--- src/rtl/arbitro_rr_8.sv ---
// arbitro_rr_8: round-robin arbiter for eight requesters sharing one 8x1 mux.
// Three-state FSM (IDLE -> GRANT -> GAP -> IDLE) with fully registered outputs.
// Optional forced release of a long-held grant is built when the macro
// ARB_TIMEOUT_EN is defined; TIMEOUT then sets the maximum GRANT length.
module arbitro_rr_8 #(
  parameter int TIMEOUT = 16
) (
  input  logic       clock,
  input  logic       reset,
  input  logic [7:0] req,
  output logic [7:0] grant,
  output logic [2:0] sel,
  output logic       ativo,
  output logic       timeout
);

  typedef enum logic [1:0] {
    S_IDLE  = 2'd0,
    S_GRANT = 2'd1,
    S_GAP   = 2'd2
  } state_t;

  // Reject out-of-range TIMEOUT values at elaboration.
  if (TIMEOUT < 2 || TIMEOUT > 255) begin : g_bad_timeout
    $error("arbitro_rr_8: TIMEOUT must be in 2..255");
  end

  state_t     r_state, w_state_next;
  logic [7:0] r_grant, w_grant_next;
  logic [2:0] r_sel, w_sel_next;
  logic       r_ativo, w_ativo_next;
  logic       r_timeout, w_timeout_next;
  logic [2:0] r_ultimo, w_ultimo_next;
`ifdef ARB_TIMEOUT_EN
  logic [7:0] r_cnt, w_cnt_next;
`endif

  // Requests rotated so bit k is requester (ultimo+1+k) mod 8; the lowest set
  // bit of this vector is the round-robin winner.
  logic [7:0] w_rot;
  logic [2:0] w_off;
  logic [2:0] w_winner;

  for (genvar gi = 0; gi < 8; gi++) begin : g_rot
    assign w_rot[gi] = req[3'(r_ultimo + 3'(gi + 1))];
  end

  // Priority-encode the rotated vector (lowest index wins).
  always_comb begin
    w_off = 3'd0;
    for (int i = 7; i >= 0; i--) begin
      if (w_rot[i]) w_off = 3'(i);
    end
  end

  assign w_winner = r_ultimo + 3'd1 + w_off;

  // Next-state and next-output logic; everything lands in registers below.
  always_comb begin
    w_state_next   = r_state;
    w_grant_next   = r_grant;
    w_sel_next     = r_sel;
    w_ativo_next   = r_ativo;
    w_timeout_next = 1'b0;
    w_ultimo_next  = r_ultimo;
`ifdef ARB_TIMEOUT_EN
    w_cnt_next     = r_cnt;
`endif
    case (r_state)
      S_IDLE: begin
        w_grant_next = 8'd0;
        w_ativo_next = 1'b0;
        if (|req) begin
          w_state_next  = S_GRANT;
          w_sel_next    = w_winner;
          w_grant_next  = 8'd1 << w_winner;
          w_ativo_next  = 1'b1;
          w_ultimo_next = w_winner;
`ifdef ARB_TIMEOUT_EN
          w_cnt_next    = 8'd0;
`endif
        end
      end
      S_GRANT: begin
        if (!req[r_sel]) begin
          // Voluntary release wins over a coincident timeout.
          w_state_next = S_GAP;
          w_grant_next = 8'd0;
          w_ativo_next = 1'b0;
        end
`ifdef ARB_TIMEOUT_EN
        else if (r_cnt == 8'(TIMEOUT - 1)) begin
          // Forced release; ultimo keeps the preempted index so it goes last.
          w_state_next   = S_GAP;
          w_grant_next   = 8'd0;
          w_ativo_next   = 1'b0;
          w_timeout_next = 1'b1;
        end else begin
          w_cnt_next = r_cnt + 8'd1;
        end
`endif
      end
      S_GAP: begin
        w_state_next = S_IDLE;
        w_grant_next = 8'd0;
        w_ativo_next = 1'b0;
      end
      default: begin
        w_state_next = S_IDLE;
        w_grant_next = 8'd0;
        w_ativo_next = 1'b0;
      end
    endcase
  end

  // State and output registers with synchronous reset.
  always_ff @(posedge clock) begin
    if (reset) begin
      r_state   <= S_IDLE;
      r_grant   <= 8'd0;
      r_sel     <= 3'd0;
      r_ativo   <= 1'b0;
      r_timeout <= 1'b0;
      r_ultimo  <= 3'd7;
`ifdef ARB_TIMEOUT_EN
      r_cnt     <= 8'd0;
`endif
    end else begin
      r_state   <= w_state_next;
      r_grant   <= w_grant_next;
      r_sel     <= w_sel_next;
      r_ativo   <= w_ativo_next;
      r_timeout <= w_timeout_next;
      r_ultimo  <= w_ultimo_next;
`ifdef ARB_TIMEOUT_EN
      r_cnt     <= w_cnt_next;
`endif
    end
  end

  assign grant   = r_grant;
  assign sel     = r_sel;
  assign ativo   = r_ativo;
  assign timeout = r_timeout;

endmodule

--- config.mk ---
export PLATFORM = sky130hd
export DESIGN_NAME = arbitro_rr_8
export DESIGN_NICKNAME = d
export VERILOG_FILES = /design/src/rtl/arbitro_rr_8.sv
export SDC_FILE = /design/constraint.sdc
export NUM_CORES = 1
export LEC_CHECK = 0
export BUFFER_PORTS_ARGS = -buffer_cell sky130_fd_sc_hd__buf_2
export CAP_MARGIN = 20
export CORE_MARGIN = 2
export CORE_UTILIZATION = 40
export DETAILED_ROUTE_END_ITERATION = 6
export PLACE_DENSITY = 0.56
export SLEW_MARGIN = 20
export SYNTH_ARGS = -nofsm -noshare
export SYNTH_HDL_FRONTEND = slang
export SYNTH_SLANG_ARGS = --single-unit
--- constraint.sdc ---
create_clock -name clock -period 4.8 [get_ports clock]
set_clock_uncertainty 0.2 [all_clocks]
set_input_delay 0.24 -clock clock [delete_from_list [all_inputs] [get_ports clock]]
set_output_delay 0.24 -clock clock [all_outputs]
set_load 0.03 [all_outputs]
==> impl_metrics.tcl <==
set metrics [dict create \
    status "finished clean" \
    cts_hold_buf 0 \
    cp-start-kind "flip-flop" \
    tightest_slew_ns 0.984 \
    synth.avg_cell_area_sq_um 9.58 \
    nNetsFinal 195 \
    hold_violations 0 \
    maxSlewViolCount 0 \
    cp_data_arrival_time_ns 4.12 \
    dp_hpwl_mm 2.69 \
    syn_inst 160 \
    cts-root-buf "clkbuf_8" \
    endpoint_kind "flip-flop" \
    maxCapViolations 0 \
    grt.total_usage 0.183 \
    setup-tns-final_ns 0 \
    hold_end "sel[0]" \
    routed_wl_mm 3.47 \
    p_per_area_nw_per_um2 756 \
    port_buffers 21 \
    first_pass_iters 4 \
    drc 0 \
    synth_nets 174 \
    initial_core_util 0.419 \
    hold_path.class "in2reg" \
    routed_via_density 5.78 \
    ant_nets 0 \
    reg2reg_depth 15 \
    final_cell_mix "21 x buf_2, 19 x nand3_1, 17 x dfxtp_1" \
    holdCritStartpoint "reset" \
    rr_endpoint "grant[1]" \
    cts_max_level 1 \
    grt_pass1_vias 1282 \
    cp.required_ns 4.73 \
    n_antenna_cell 0 \
    rsz0062_at_grt "false" \
    ys_seq_area_frac 0.222 \
    r2r-start "r_ultimo[1]" \
    cts_buffers 3 \
    antenna_found_initial 0 \
    final_common_cell "buf_2" \
    overflow 0 \
    die_y_microns 65.9 \
    num_rows 22 \
    min_path_cells 2 \
    grt_pass1_wl_mm 6.20 \
    cts.sinks 17 \
    holdWs_ns 0.0903 \
    clock_latency_ns 0.26 \
    area.growth.synth_to_final_pct 11.9 \
    postCtsSetupBuffers 0 \
    cp_max_fo 11 \
    peakVddDrop_uv 281 \
    r2r_setup_slack_ns 0.61 \
    fin_crit_ns 4.19 \
    cts_tree "yes" \
    max_slew_margin 0.327 \
    ys_warn_count 0 \
    grt_max_degree 14 \
    p_leak_nw 0.713 \
    cts_max_path_buffers 2 \
    yosys_register_bits 17 \
    ys_types 44 \
    drive_gt1_frac 0.256 \
    place.gp.congestion 0.811 \
    critPathKind "reg2reg" \
    syn_area_sq_um 1530 \
    top_level_ports 23 \
    die_area_sq_um 4340 \
    clock.fmax_ghz 0.239 \
    period_share 0.872 \
    die_width_microns 65.9 \
    cts.repair.resized 0 \
    core-area_sq_um 3660 \
    setup_viol 0 \
    vias 1317 \
    clk_pin_slew_ns 0.07 \
    drt_iter0_drc 38 \
    wl_per_cell_microns 15.2 \
]
critical path, stage by stage (launching register included):
cell and delay, ns:
dfxtp_1 0.56, inv_1 0.11, ha_1 0.53, mux4_2 0.38, mux2_4 0.30, and2b_2 0.20
o21ai_0 0.06, a31o_2 0.24, a21oi_1 0.14, ha_1 0.15, inv_1 0.05, fa_1 0.40
xnor2_1 0.42, nor2_1 0.12, o21ai_0 0.11, nand3_1 0.09
Yosys cell counts (all sizes together):
library cell	count	area, sq um
mux2	4	48.8
o2111a	2	25.0
nand2	16	60.1
and2b	1	8.76
dfxtp	17	340
nand3b	3	22.5
nor4b	1	8.76
buf	4	28.8
nor2	7	26.3
xor2	3	26.3
o21ai	12	60.1
nor4	4	25.0
xnor2	2	17.5
or2	1	6.26
conb	1	3.75
mux4	12	300
o2111ai	2	52.6
a2111oi	1	8.76
o211ai	1	7.51
a21oi	8	43.8
nor3b	4	30.0
a211oi	1	7.51
nor3	3	20.0
a21o	2	16.3
nor2b	3	26.3
clkbuf	2	7.51
nand2b	3	18.8
inv	6	22.5
nand3	19	95.1
a211o	1	8.76
a31o	2	26.3
o31ai	2	15.0
mux2i	6	60.1
ha	3	37.5
fa	1	20.0
per-layer routing:
layer / vias to the layer above / GRT usage / wire length [microns]
li1: 655 / - / -
met1: 639 / 0.254 / 1670
met2: 17 / 0.293 / 1650
met3: 6 / 0.0409 / 114
met4: 0 / 0.0339 / 31
met5: - / 0 / 0
sequential cells by signal (all words and copies together), names as in the netlist:
signal,count
sel,3
grant,8
r_ultimo,3
ativo,1
r_state,2
report_power, final:
| part | total (mW) | internal, mW | switching (mW) |
|---|---|---|---|
| Sequential | 0.244 | 0.194 | 0.0505 |
| Clock | 0.108 | 0.0576 | 0.0507 |
| Combinational | 0.944 | 0.398 | 0.547 |
| Total | 1.30 | 0.649 | 0.648 |
worst max-delay path by stage:
| stage | startpoint | to | slack [ns] | cells after the start |
|---|---|---|---|---|
| after floorplan | r_ultimo[1] | grant[6] | 0.91 | 17 |
| after global placement | r_ultimo[1] | grant[6] | 0.74 | 15 |
| after detailed placement | r_ultimo[1] | grant[1] | 0.64 | 15 |
| after CTS | r_ultimo[1] | grant[1] | 0.62 | 15 |
| after global routing | r_ultimo[1] | grant[6] | 0.32 | 15 |
| final | r_ultimo[1] | grant[1] | 0.61 | 15 |
per-stage QoR:
| stage | instances | util | total power [mW] | setup WS [ns] | area [sq um] |
|---|---|---|---|---|---|
| 2_1_floorplan | 160 | - | 1.01 | 0.908 | 1530 |
| 3_3_place_gp | 224 | 0.456 | 1.17 | 0.740 | 1670 |
| 3_5_place_dp | 224 | 0.456 | 1.19 | 0.644 | 1670 |
| 4_1_cts | 228 | 0.469 | 1.30 | 0.617 | 1720 |
| 5_1_grt | 228 | 0.469 | 1.41 | 0.319 | 1720 |
| 6_report | 228 | 0.469 | 1.30 | 0.613 | 1720 |
logic make-up (layout without fill, tap and decap cells):
logic type	after synthesis	after routing	share of synthesized area
AOI/OAI and AO/OA	34	34	0.177
xor gates and xnor gates	5	5	0.0286
adders and majority gates	4	4	0.0376
buffers and inverters	12	32	0.0384
DFF	17	17	0.222
muxes	22	22	0.267
other	1	1	0.00245
and+or+nand+nor	65	65	0.227
final cells by class:
class	count	area, sq um
inverter	6	22.5
tap	48	60.1
sequential	17	340
clock inverter	1	5.00
timing repair buffer	22	113
fill	352	1950
multi-input combinational	131	1130
clock buffer	3	41.3
Note: power is estimated with default switching activity, not from simulation.
